--- src/rtl/axi4_lite_slave_regfile_if.sv ---
// axi4_lite_slave_regfile_if: AXI4-Lite bus bundle (AW, W, B, AR, R channels)
//   master modport: drives addresses, write data, VALIDs and BREADY/RREADY
//   slave modport : drives AWREADY/WREADY/ARREADY, B and R responses
interface axi4_lite_slave_regfile_if #(
    parameter int ADDR_WIDTH = 32,
    parameter int DATA_WIDTH = 32
);
    logic [ADDR_WIDTH-1:0] awaddr;
    logic                  awvalid;
    logic                  awready;
    logic [DATA_WIDTH-1:0] wdata;
    logic                  wvalid;
    logic                  wready;
    logic [1:0]            bresp;
    logic                  bvalid;
    logic                  bready;
    logic [ADDR_WIDTH-1:0] araddr;
    logic                  arvalid;
    logic                  arready;
    logic [DATA_WIDTH-1:0] rdata;
    logic [1:0]            rresp;
    logic                  rvalid;
    logic                  rready;
    modport master (
        output awaddr, awvalid, wdata, wvalid, bready, araddr, arvalid, rready,
        input  awready, wready, bresp, bvalid, arready, rdata, rresp, rvalid
    );
    modport slave (
        input  awaddr, awvalid, wdata, wvalid, bready, araddr, arvalid, rready,
        output awready, wready, bresp, bvalid, arready, rdata, rresp, rvalid
    );
endinterface

--- src/rtl/axi4_lite_slave_regfile.sv ---
// axi4_lite_slave_regfile: AXI4-Lite slave backed by a NUM_REGS-word register file
//   aclk_i   : bus clock, rising edge
//   areset_i : synchronous active-high reset
//   bus      : AXI4-Lite slave modport; OKAY for idx < NUM_REGS, SLVERR otherwise
module axi4_lite_slave_regfile #(
    parameter int ADDR_WIDTH = 32,
    parameter int DATA_WIDTH = 32,
    parameter int NUM_REGS   = 16
) (
    input logic aclk_i,
    input logic areset_i,
    axi4_lite_slave_regfile_if.slave bus
);
    localparam int IW = $clog2(NUM_REGS);
    localparam int XW = ADDR_WIDTH - 2;
    typedef enum logic [1:0] {W_IDLE, W_GOT_ADDR, W_GOT_DATA, W_RESP} w_state_e;
    typedef enum logic {R_IDLE, R_DATA} r_state_e;
    w_state_e              w_q, w_d;
    r_state_e              r_q, r_d;
    logic [XW-1:0]         waddr_q, waddr_d;
    logic [DATA_WIDTH-1:0] wdata_q, wdata_d;
    logic [1:0]            bresp_q, bresp_d;
    logic [DATA_WIDTH-1:0] rdata_q, rdata_d;
    logic [1:0]            rresp_q, rresp_d;
    logic [DATA_WIDTH-1:0] regs_q [NUM_REGS];
    logic                  aw_hs, w_hs, ar_hs, commit, c_ok, r_ok;
    logic [XW-1:0]         c_idx, r_idx;
    logic [DATA_WIDTH-1:0] c_data;
    logic                  unused_low;

    assign unused_low  = ^{bus.awaddr[1:0], bus.araddr[1:0]};
    assign bus.awready = !areset_i && (w_q == W_IDLE || w_q == W_GOT_DATA);
    assign bus.wready  = !areset_i && (w_q == W_IDLE || w_q == W_GOT_ADDR);
    assign bus.bvalid  = !areset_i && w_q == W_RESP;
    assign bus.bresp   = bresp_q;
    assign bus.arready = !areset_i && r_q == R_IDLE;
    assign bus.rvalid  = !areset_i && r_q == R_DATA;
    assign bus.rdata   = rdata_q;
    assign bus.rresp   = rresp_q;
    assign aw_hs = bus.awvalid && bus.awready;
    assign w_hs  = bus.wvalid && bus.wready;
    assign ar_hs = bus.arvalid && bus.arready;

    // The completing handshake takes whichever half was not latched earlier from the bus.
    always_comb begin
        c_idx  = (w_q == W_GOT_ADDR) ? waddr_q : bus.awaddr[ADDR_WIDTH-1:2];
        c_data = (w_q == W_GOT_DATA) ? wdata_q : bus.wdata;
        c_ok   = c_idx < XW'(NUM_REGS);
        r_idx  = bus.araddr[ADDR_WIDTH-1:2];
        r_ok   = r_idx < XW'(NUM_REGS);
    end

    always_comb begin
        w_d     = w_q;
        waddr_d = waddr_q;
        wdata_d = wdata_q;
        bresp_d = bresp_q;
        commit  = 1'b0;
        case (w_q)
            W_IDLE: begin
                if (aw_hs && w_hs) begin
                    commit = 1'b1;
                end else if (aw_hs) begin
                    w_d     = W_GOT_ADDR;
                    waddr_d = bus.awaddr[ADDR_WIDTH-1:2];
                end else if (w_hs) begin
                    w_d     = W_GOT_DATA;
                    wdata_d = bus.wdata;
                end
            end
            W_GOT_ADDR: commit = w_hs;
            W_GOT_DATA: commit = aw_hs;
            W_RESP:     w_d = bus.bready ? W_IDLE : W_RESP;
            default:    w_d = W_IDLE;
        endcase
        if (commit) begin
            w_d     = W_RESP;
            bresp_d = c_ok ? 2'b00 : 2'b10;
        end
    end

    // Read data is captured from regs_q before this edge's commit lands, so a
    // same-edge write to the same index returns the old value.
    always_comb begin
        r_d     = r_q;
        rdata_d = rdata_q;
        rresp_d = rresp_q;
        case (r_q)
            R_IDLE: begin
                if (ar_hs) begin
                    r_d     = R_DATA;
                    rdata_d = r_ok ? regs_q[r_idx[IW-1:0]] : '0;
                    rresp_d = r_ok ? 2'b00 : 2'b10;
                end
            end
            R_DATA:  r_d = bus.rready ? R_IDLE : R_DATA;
            default: r_d = R_IDLE;
        endcase
    end

    always_ff @(posedge aclk_i) begin
        if (areset_i) begin
            w_q     <= W_IDLE;
            r_q     <= R_IDLE;
            waddr_q <= '0;
            wdata_q <= '0;
            bresp_q <= '0;
            rdata_q <= '0;
            rresp_q <= '0;
            for (int i = 0; i < NUM_REGS; i++) regs_q[i] <= '0;
        end else begin
            w_q     <= w_d;
            r_q     <= r_d;
            waddr_q <= waddr_d;
            wdata_q <= wdata_d;
            bresp_q <= bresp_d;
            rdata_q <= rdata_d;
            rresp_q <= rresp_d;
            if (commit && c_ok) regs_q[c_idx[IW-1:0]] <= c_data;
        end
    end
endmodule

--- src/flat_wrapper.sv ---
// flat-port wrapper written by rule: the top's interface ports become plain ports
module axi4_lite_slave_regfile_flat 
#(
    parameter int ADDR_WIDTH = 32,
    parameter int DATA_WIDTH = 32,
    parameter int NUM_REGS   = 16
)
  (aclk_i, areset_i, bus_awaddr, bus_awvalid, bus_wdata, bus_wvalid, bus_bready, bus_araddr, bus_arvalid, bus_rready, bus_awready, bus_wready, bus_bresp, bus_bvalid, bus_arready, bus_rdata, bus_rresp, bus_rvalid);
  axi4_lite_slave_regfile_if #(.ADDR_WIDTH(ADDR_WIDTH), .DATA_WIDTH(DATA_WIDTH)) bus_i ();
  input logic aclk_i;
  input logic areset_i;
  input wire logic [$bits(bus_i.awaddr)-1:0] bus_awaddr;
  input wire logic [$bits(bus_i.awvalid)-1:0] bus_awvalid;
  input wire logic [$bits(bus_i.wdata)-1:0] bus_wdata;
  input wire logic [$bits(bus_i.wvalid)-1:0] bus_wvalid;
  input wire logic [$bits(bus_i.bready)-1:0] bus_bready;
  input wire logic [$bits(bus_i.araddr)-1:0] bus_araddr;
  input wire logic [$bits(bus_i.arvalid)-1:0] bus_arvalid;
  input wire logic [$bits(bus_i.rready)-1:0] bus_rready;
  output wire logic [$bits(bus_i.awready)-1:0] bus_awready;
  output wire logic [$bits(bus_i.wready)-1:0] bus_wready;
  output wire logic [$bits(bus_i.bresp)-1:0] bus_bresp;
  output wire logic [$bits(bus_i.bvalid)-1:0] bus_bvalid;
  output wire logic [$bits(bus_i.arready)-1:0] bus_arready;
  output wire logic [$bits(bus_i.rdata)-1:0] bus_rdata;
  output wire logic [$bits(bus_i.rresp)-1:0] bus_rresp;
  output wire logic [$bits(bus_i.rvalid)-1:0] bus_rvalid;
  assign bus_i.awaddr = bus_awaddr;
  assign bus_i.awvalid = bus_awvalid;
  assign bus_i.wdata = bus_wdata;
  assign bus_i.wvalid = bus_wvalid;
  assign bus_i.bready = bus_bready;
  assign bus_i.araddr = bus_araddr;
  assign bus_i.arvalid = bus_arvalid;
  assign bus_i.rready = bus_rready;
  assign bus_awready = bus_i.awready;
  assign bus_wready = bus_i.wready;
  assign bus_bresp = bus_i.bresp;
  assign bus_bvalid = bus_i.bvalid;
  assign bus_arready = bus_i.arready;
  assign bus_rdata = bus_i.rdata;
  assign bus_rresp = bus_i.rresp;
  assign bus_rvalid = bus_i.rvalid;
  axi4_lite_slave_regfile #(.ADDR_WIDTH(ADDR_WIDTH), .DATA_WIDTH(DATA_WIDTH), .NUM_REGS(NUM_REGS)) u_core (.aclk_i(aclk_i), .areset_i(areset_i), .bus(bus_i));
endmodule
--- config.mk ---
export PLATFORM = sky130hd
export DESIGN_NAME = axi4_lite_slave_regfile_flat
export DESIGN_NICKNAME = d
export VERILOG_FILES = /design/src/rtl/axi4_lite_slave_regfile_if.sv /design/src/rtl/axi4_lite_slave_regfile.sv /design/src/flat_wrapper.sv
export SDC_FILE = /design/constraint.sdc
export NUM_CORES = 1
export LEC_CHECK = 0
export CORE_UTILIZATION = 64
export CTS_CLUSTER_DIAMETER = 50
export DETAILED_ROUTE_END_ITERATION = 6
export PLACE_DENSITY = 0.84
export SLEW_MARGIN = 15
export SYNTH_ARGS = -nofsm -noshare
export SYNTH_HDL_FRONTEND = slang
export SYNTH_SLANG_ARGS = --single-unit
--- constraint.sdc ---
create_clock -name aclk_i -period 5.05 [get_ports aclk_i]
set_input_delay 0.7575 -clock aclk_i [delete_from_list [all_inputs] [get_ports aclk_i]]
set_output_delay 0.7575 -clock aclk_i [all_outputs]
set_load 0.05 [all_outputs]
Word level (Yosys, flattened, before mapping)

Memories as Yosys holds them, arrays and structs flattened.
Cells that the tools add are included.

Flip-flop bits (word level): 101
Bits in writable memories: 512
Input bits: 103
Word-level logic and storage cells: 62
Memories kept: 1

Memory list:

| memory        | words | width | read ports | clocked after memory_dff | wr ports | RTL line                      | RTL |
|---|---|---|---|---|---|---|---|
| u_core.regs_q | 16    | 32    | 1          | 0                        | 16       | axi4_lite_slave_regfile.sv:25 | `logic [DATA_WIDTH-1:0] regs_q [NUM_REGS];` |

Order comparisons: 2
Equal/unequal tests: 5
Mux-type cells: 24
Bitwise operators: 3
Reduce and logical (&&, ||, !) cells: 20

Operator list:

| operator            | number |
|---|---|
| $mux 32             | 3 |
| $lt 30x5->1 const B | 2 |
| $reduce_or 32->1    | 1 |
| $mux 30             | 1 |
| $mux 2              | 7 |
| $logic_and 1x1->1   | 10 |
| $mux 1              | 9 |
| $reduce_and 3->1    | 2 |
| $eq 2x2->1 const B  | 2 |
| $mux 4              | 1 |
| $ne 4x1->1 const B  | 1 |
| $pmux 2 s2          | 1 |
| $reduce_and 4->1    | 1 |
| $ne 3x2->1 const B  | 1 |
| $not 1->1           | 3 |
| $pmux 1 s3          | 1 |
| $reduce_bool 3->1   | 1 |
| $eq 2x1->1 const B  | 1 |
| $logic_not 2->1     | 1 |
| $logic_or 1x1->1    | 2 |
| $pmux 1 s2          | 1 |
| $reduce_and 2->1    | 1 |
| $logic_not 1->1     | 1 |

Longest topological paths before layout

Gate-level depths: netlist (run 1).

Depth after elaboration: 13
Mapped depth: 10

Worst setup path after synthesis (run 1)

OpenSTA, ideal clock, no wires.

Path type: input to register
From: in bus_awaddr[9]
To: mem u_core.regs_q[5][0], enable pin
Setup time: 0.394 ns
Arrival time: 2.963 ns
Data required time: 4.656 ns
Setup slack: 1.693 ns
Cell stages on the path: 6
Path buffers: 1
Cells stage by stage: nor4_1 nand3_1 a2111oi_2 buf_6 o211ai_4 nand2b_1

RTL lines:

| element         | RTL line                      | RTL |
|---|---|---|
| start, declared | flat_wrapper.sv:12            | `input wire logic [$bits(bus_i.awaddr)-1:0] bus_awaddr;` |
| end, declared   | axi4_lite_slave_regfile.sv:25 |  |

==> results of run 1 <==
## routing by layer
layer / share of wire (%) / GRT usage, % / up-vias
met3: 13 / 6.04 / 179
met1: 35 / 41.8 / 8785
li1: - / - / 7751
met2: 49 / 53.0 / 1260
met5: 0 / 0 / -
met4: 3.3 / 11.7 / 0
## flip-flops by register name, indices dropped and copies added (netlist names)
signal / cells
u_core.regs_q: 512
u_core.bus.rdata: 32
u_core.wdata_q: 32
u_core.waddr_q: 30
u_core.w_q: 2
u_core.bus.bresp: 1
u_core.bus.rresp: 1
u_core.r_q: 1
## Yosys cell counts, drive strengths merged, types with 2 or more instances
library cell  number
a211o             30
a211oi             3
a21oi             98
a22o               2
a31oi              9
a32o              30
and3b              4
buf               77
clkbuf           102
dfxtp             99
edfxtp           512
ha                 4
inv                9
mux2i            154
mux4              68
nand2            185
nand2b            17
nand3              4
nand3b             2
nand4              2
nor2             566
nor2b              6
nor3               7
nor3b              4
nor4              15
nor4b              2
o211ai            46
o21ai             32
or4                2
## metrics by stage
| step | setup slack [ns] | power, mW |
|---|---|---|
| after floorplan | 1.69 | 6.80 |
| after global placement | 0.902 | 7.37 |
| after detailed placement | 0.864 | 7.43 |
| after CTS | 1.01 | 11.4 |
| after global routing | 0.784 | 11.7 |
| final | 0.990 | 11.5 |
## report_power, final
part / internal, mW / leakage [nW] / switching (mW) / total [mW]
clock: 2.27 / 0.864 / 1.81 / 4.07
combinational: 0.533 / 3.76 / 1.15 / 1.69
sequential: 5.62 / 6.09 / 0.0707 / 5.69
## worst paths after layout
kind	start	end	cells past startpoint	slack (ns)
max	u_core.w_q[1]	u_core.regs_q[6][13]	9	0.99
max reg2reg	u_core.w_q[1]	u_core.regs_q[6][13]	9	0.99
min	u_core.waddr_q[29]	u_core.waddr_q[29]	2	0.45
min reg2reg	u_core.waddr_q[29]	u_core.waddr_q[29]	2	0.45
## cell type report
class / count / share of cell area [%]
Clock buffer: 86 / 5.36
Clock inverter: 20 / 0.451
Inverter: 9 / 0.112
Multi-Input combinational cell: 1304 / 27.8
Sequential cell: 611 / 57.4
Tap cell: 532 / 2.20
Timing Repair Buffer: 215 / 6.67
## logic make-up after synthesis
family	after synthesis	synth area share, %
and+or+nand+nor	819	12.5
DFF	611	65.2
AOI/OAI and AO/OA	256	6.90
xor gates and xnor gates	1	0.0329
other	1	0.0141
buffers and inverters	188	3.63
adders and majority gates	4	0.188
muxes	222	11.5
## worst reg2reg max path, stage by stage (launching register included)
cell and delay (ns):
dfxtp_1 0.33, inv_1 0.09, ha_1 0.65, nor4b_2 0.31, nand3_1 0.15, a2111oi_4 0.40, buf_4 0.41, o211ai_1 0.19
buf_4 0.32, nand2b_2 0.82
==> results.cfg, run 1 <==
[finish]
fill_cells = 2420
fin_area_mm2 = 0.0302
final_common_cell = nor2_1
diodes = 0
fin_util_pct = 73.9
area_delta_synth_final_pct = 13.6
stdcell_count = 2777
multi_input_area_mm2 = 0.00840
drive_above_1_share_pct = 12.9
seqCellArea_mm2 = 0.0174
layout_common_cells = nor2_1 (550), edfxtp_1 (512), nand2_1 (185)
nNetsFinal = 2304

[placement]
numPortBuffers = 137
placed_cell_area_mm2 = 0.0285
placed_cells = 2671
gp_congestion = 0.843
dp_hpwl_um = 40000

[timing]
hold-worst-slack_ns = 0.451
drv_slew = 0
setup_violations = 0
rsz0062_at_grt = false
fin_worst_skew_ns = 0.0135
fin_crit_sh_pct = 80.4
maxSlewHeadroom_pct = 15.6
fin_tns_setup_ns = 0
period_needed_ns = 4.06
worstMarginPinSlew_ns = 1.24
fmaxAchievable_ghz = 0.246
hold_viol_final = 0

[run_status]
status = finished clean

[power]
peakVddDrop_mv = 0.282
leakage_nw = 10.7
powerDensity_mw_per_mm2 = 379

[worst_setup_path]
crit_path_end_kind = register
crit_path_frequent_cell = buf_4
crit_chain = inv_1 > ha_1 > nor4b_2 > nand3_1 > a2111oi_4 > buf_4 > o211ai_1 > buf_4 > nand2b_2
start_kind = register
cp_num_buf_inv = 3
cp_top_family = simple AND/OR/NAND/NOR gates
crit_arrival_ns = 4.27
required_ns = 5.26
crit_fanout = 33
cp_slowest_cell = nand2b_2
slowest_delay_ns = 0.81
crit_type = register to register

[grt]
grt_max_degree = 85
grt_pass1_vias = 17901
grt_remaining_overflow = 0
antenna_found_initial = 0
grt_use_total_pct = 31.8
grt_pass1_wl_um = 100000

[route]
wirelength_um = 66500
drt.antenna.violating_nets = 0
dr.pass1.iters = 6
viasPerCell = 6.47
drt_first_iter_violations = 2414
num_vias = 17975
drc = 0
routedWlPerCell_um = 23.9

[clock_network]
cts_buffers = 56
clock_path_buffers = 3
cts_tree = yes
cts_root_buf = clkbuf_16
cts.sinks = 611
clk_latency_ns = 0.59
htree_levels = 2
ctsHoldBuffers = 0
clkTransAtPathRegs_ns = 0.06
post_cts_buffers = 0
cts_resized = 0

[synthesis]
syn_area_mm2 = 0.0266
synth_area_leader_cell = edfxtp_1
synth_area_per_cell_um2 = 12.7
yosysTopAreaCellShare_pct = 57.8
synth_cell_type_count = 47
synth_seq_cells = 611
ys_async_sr_fraction_pct = 0
syn_inst = 2102
yosys_warnings = 0
synth_area_leaders = edfxtp_1 (58%), nor2_1 (7.8%), dfxtp_1 (7.4%)
ys_seq_area_share_pct = 65.2
synth_edf_count = 512
synthFlopType = edfxtp_1

[floorplanning]
dieArea_mm2 = 0.0424
rows = 74
start_util_pct = 65.0
die_h_um = 206
die_w_um = 206
io_pins = 144
core_area_mm2 = 0.0409

[worst_hold_path]
hold_path.class = register to register

[flow_run]
maxCapViolations = 0
No activity file was read; power rests on OpenSTA's default activity.
==> run 2: changes to the inputs <==
- CORE_UTILIZATION: 64 -> 54
- PLACE_DENSITY: 0.84 -> 0.76
- clock period: 5.05 -> 3.35 ns (I/O delays scaled with it)
==> run 2 against run 1 <==
  * Clock skew grew 0.0078 ns
  * Register-to-register slack lost 0.46 ns
  * Sequential power increased by 51%
  * Global-route usage fell by 5.3 points
  * Sequential share of layout area down 1.3 points
==> results.cfg, run 2 (synthesis gave the netlist of run 1 again) <==
[grt]
use_met2_pct = 44.3
grtUsageMet1_pct = 35.0
grt_pass1_wl_um = 101000
grt_remaining_overflow = 0
grt_max_degree = 78
grt_pass1_vias = 17563
grt_use_total_pct = 26.5
met3_usage_pct = 5.21
grt_busiest_layer = met2
antenna_found_initial = 0

[worst_hold_path]
hold_path.class = register to register

[floorplanning]
die_w_um = 224
core_area_mm2 = 0.0481
rows = 80
dieArea_mm2 = 0.0502
die_h_um = 224
start_util_pct = 55.3
io_pins = 144

[worst_setup_path]
cp_num_buf_inv = 2
start_kind = register
cp_top_family = buffers and inverters
crit_path_frequent_cell = nor2_1
crit_arrival_ns = 2.37
required_ns = 2.85
cp_slowest_cell = clkdlybuf4s50_1
crit_fanout = 6
slowest_delay_ns = 0.81
crit_path_end_kind = output pin
crit_chain = inv_1 > ha_1 > nor2_1 > nor2_1 > clkdlybuf4s50_1
crit_type = register to output pin

[finish]
area_delta_synth_final_pct = 16.2
final_common_cell = nor2_1
drive_above_1_share_pct = 13.2
largest_reg_flops = 512
fin_util_pct = 64.2
layout_common_cells = nor2_1 (550), edfxtp_1 (512), nand2_1 (185)
regMostFlops = u_core.regs_q
multi_input_area_mm2 = 0.00837
fill_cells = 3405
nNetsFinal = 2321
fin_area_mm2 = 0.0309
diodes = 0
seqCellArea_mm2 = 0.0174
stdcell_count = 2919

[route]
routedWlPerCell_um = 22.6
viasPerCell = 5.99
num_vias = 17482
drc = 0
dr.pass1.iters = 6
wirelength_um = 65800
drt_first_iter_violations = 2072
drt.antenna.violating_nets = 0

[timing]
period_needed_ns = 2.87
worstMarginPinSlew_ns = 1.09
drv_slew = 0
fin_crit_sh_pct = 85.7
worst_slack_ns = 0.479
setup_violations = 0
fin_worst_skew_ns = 0.0213
rsz0062_at_grt = false
hold-worst-slack_ns = 0.453
fmaxAchievable_ghz = 0.348
hold_viol_final = 0
fin_tns_setup_ns = 0
maxSlewHeadroom_pct = 27.3

[clock_network]
cts_tree = yes
clkTransAtPathRegs_ns = 0.06
cts_root_buf = clkbuf_16
htree_levels = 2
post_cts_buffers = 0
ctsHoldBuffers = 0
clk_latency_ns = 0.63
cts_buffers = 58
cts_resized = 0
clock_path_buffers = 3
cts.sinks = 611

[power]
powerDensity_mw_per_mm2 = 577
p_total_mw = 17.8
peakVddDrop_mv = 0.424
leakage_nw = 10.9

[placement]
gp_congestion = 0.804
numPortBuffers = 137
pre_cts_slack_ns = 0.318
placed_cells = 2810
dp_hpwl_um = 38800
placed_cell_area_mm2 = 0.0290

[run_status]
status = finished clean

[flow_run]
maxCapViolations = 0
==> run 2: cell types whose count changed in the layout (fill, tap and decap cells not counted), sizes merged <==
cell      previous run  this run
inv                 13        10
clkinv              13        15
clkinvlp             2         4
bufinv               1         6
buf                 83        97
clkbuf              86        84
==> run 2: tightest hold or removal path: cells and delay by family (launching register included) <==
family | cells | cell delay [ns]
flops | 1 | 0.30
simple gates | 1 | 0.05
compound gates | 1 | 0.05
==> run 2: cell type report <==
cell class | count | share of cell area, %
clock buffers | 83 | 5.37
multi-input cells | 1304 | 27.1
well taps | 656 | 2.65
flip-flops and latches | 611 | 56.1
inverters | 9 | 0.109
repair buffers | 230 | 7.71
clock inverters | 26 | 0.943
==> run 2: worst paths after layout <==
check                                            to               start  slack [ns]  cells after the start
worst min-delay path             u_core.waddr_q[16]  u_core.waddr_q[16]        0.45                      2
worst max register to register  u_core.regs_q[7][7]       u_core.w_q[1]        0.53                      9
worst min register to register   u_core.waddr_q[16]  u_core.waddr_q[16]        0.45                      2
worst max-delay path                     bus_wready       u_core.w_q[1]        0.48                      5
==> run 2: layer usage <==
metal,wire [um],up-vias
met5,0,-
met2,32600,917
met4,1270,0
met1,24800,8664
li1,-,7794
met3,7200,107
==> run 2: power by group <==
part	switching [mW]	internal, mW
Combinational	1.69	0.859
Clock	2.82	3.90
Sequential	0.0967	8.47
==> run 3: changes to the inputs <==
- RECOVER_POWER: not set -> 100
==> run 3 against run 2 <==
  * Critical path depth rose by 4
  * Sequential power barely moved
  * Die area did not move
  * Largest cell class unchanged
  * Clock skew rose by 0.0018 ns
  * The flow now finishes with violations (max-capacitance violations, max-slew violations)
==> results.cfg, run 3 (synthesis gave the netlist of run 1 again) <==
[power]
powerDensity_mw_per_mm2 = 580
leakage_nw = 11.0
peakVddDrop_mv = 0.423
p_total_mw = 17.8

[route]
num_vias = 17527
viasPerCell = 6.00
drt_first_iter_violations = 1947
drt.antenna.violating_nets = 0
wirelength_um = 65900
dr.pass1.iters = 5
drc = 0
routedWlPerCell_um = 22.6

[placement]
numPortBuffers = 137
gp_congestion = 0.804
placed_cells = 2810
dp_hpwl_um = 38800
pre_cts_slack_ns = 0.318

[grt]
antenna_found_initial = 0
grt_pass1_wl_um = 101000
grt_use_total_pct = 26.5
grt_remaining_overflow = 0
grt_max_degree = 78
grt_pass1_vias = 17563

[flow_run]
maxCapViolations = 1

[finish]
stdcell_count = 2919
layout_common_cells = nor2_1 (561), edfxtp_1 (512), nand2_1 (185)
final_common_cell = nor2_1
fill_cells = 3435
regMostFlops = u_core.regs_q
nNetsFinal = 2321
area_delta_synth_final_pct = 15.6
diodes = 0
seqCellArea_mm2 = 0.0174
largest_reg_flops = 512
drive_above_1_share_pct = 12.4
multi_input_area_mm2 = 0.00829

[clock_network]
cts_resized = 0
htree_levels = 2
ctsHoldBuffers = 0
clkTransAtPathRegs_ns = 0.06
cts_root_buf = clkbuf_16
clock_path_buffers = 3
cts_tree = yes
cts_buffers = 58
clk_latency_ns = 0.63
post_cts_buffers = 0
cts.sinks = 611

[worst_setup_path]
crit_fanout = 32
crit_type = register to register
ff2ff_path_depth = 9
crit_chain = inv_1 > ha_1 > nor4b_1 > nand3_1 > a2111oi_4 > buf_12 > o211ai_4 > nand2b_2 > clkbuf_4
crit_arrival_ns = 3.29
required_ns = 3.61
crit_path_end_kind = register
start_kind = register
cp_slowest_cell = clkbuf_4
slowest_delay_ns = 0.54

[timing]
setup_violations = 0
drv_slew = 33
hold_viol_final = 0
fmaxAchievable_ghz = 0.330
rsz0062_at_grt = false
fin_tns_setup_ns = 0
worstMarginPinSlew_ns = 1.51
fin_worst_skew_ns = 0.0231
worst_slack_ns = 0.316
maxSlewHeadroom_pct = -0.847
period_needed_ns = 3.03
fin_crit_sh_pct = 90.6

[floorplanning]
die_w_um = 224
rows = 80
die_h_um = 224
core_area_mm2 = 0.0481
dieArea_mm2 = 0.0502
io_pins = 144
start_util_pct = 55.3

[run_status]
status = finished with violations
violations = max-capacitance violations, max-slew violations

[worst_hold_path]
hold_depth = 2
hold_path.class = input port to register
-- run 3: cell count changes in the layout (fill, tap and decap cells not counted), sizes merged --
cell and delta:
clkbuf +10, dlygate4sd3 +39, buf -10, clkdlybuf4s50 -39
-- run 3: per-stage QoR --
step	hold slack, ns	cell area [um^2]	util, %
after floorplan	0.431	26600	-
after global placement	0.441	29000	60.2
after detailed placement	0.444	29000	60.2
after CTS	0.425	30900	64.2
after global routing	0.446	30700	63.9
final	0.453	30700	63.9
-- run 3: cell type report --
| class | count | area share [%] |
|---|---|---|
| inverter | 9 | 0.110 |
| clock inverter | 26 | 0.948 |
| multi-input combinational | 1304 | 27.0 |
| clock buffer | 83 | 5.40 |
| sequential | 611 | 56.4 |
| tap | 656 | 2.67 |
| timing repair buffer | 230 | 7.46 |
-- run 3: path summary, 6_finish.rpt --
| path | from | end | slack (ns) |
|---|---|---|---|
| worst min register to register | u_core.wdata_q[28] | u_core.wdata_q[28] | 0.45 |
| worst min-delay path | bus_rready | u_core.r_q | 0.45 |
| worst max register to register | u_core.w_q[1] | u_core.regs_q[2][10] | 0.32 |
| worst max-delay path | u_core.w_q[1] | u_core.regs_q[2][10] | 0.32 |
-- run 3: critical path: cells and delay by family (launching register included) --
kind,cells,cell delay (ns)
buf+inv,3,0.87
simple gates,3,0.56
compound gates,2,0.54
flops,1,0.33
fa+ha+maj,1,0.33
-- run 3: per-layer routing --
| metal | GRT usage [%] | vias to the layer above | routed length (um) |
|---|---|---|---|
| met5 | 0 | - | 0 |
| met4 | 7.89 | 0 | 1320 |
| met3 | 5.21 | 108 | 6990 |
| met2 | 44.3 | 935 | 32400 |
| met1 | 35.0 | 8693 | 25200 |
| li1 | - | 7791 | - |
-- run 3: power by group --
part	switching, mW	internal (mW)
Combinational	1.68	0.842
Clock	2.82	3.90
Sequential	0.0961	8.48
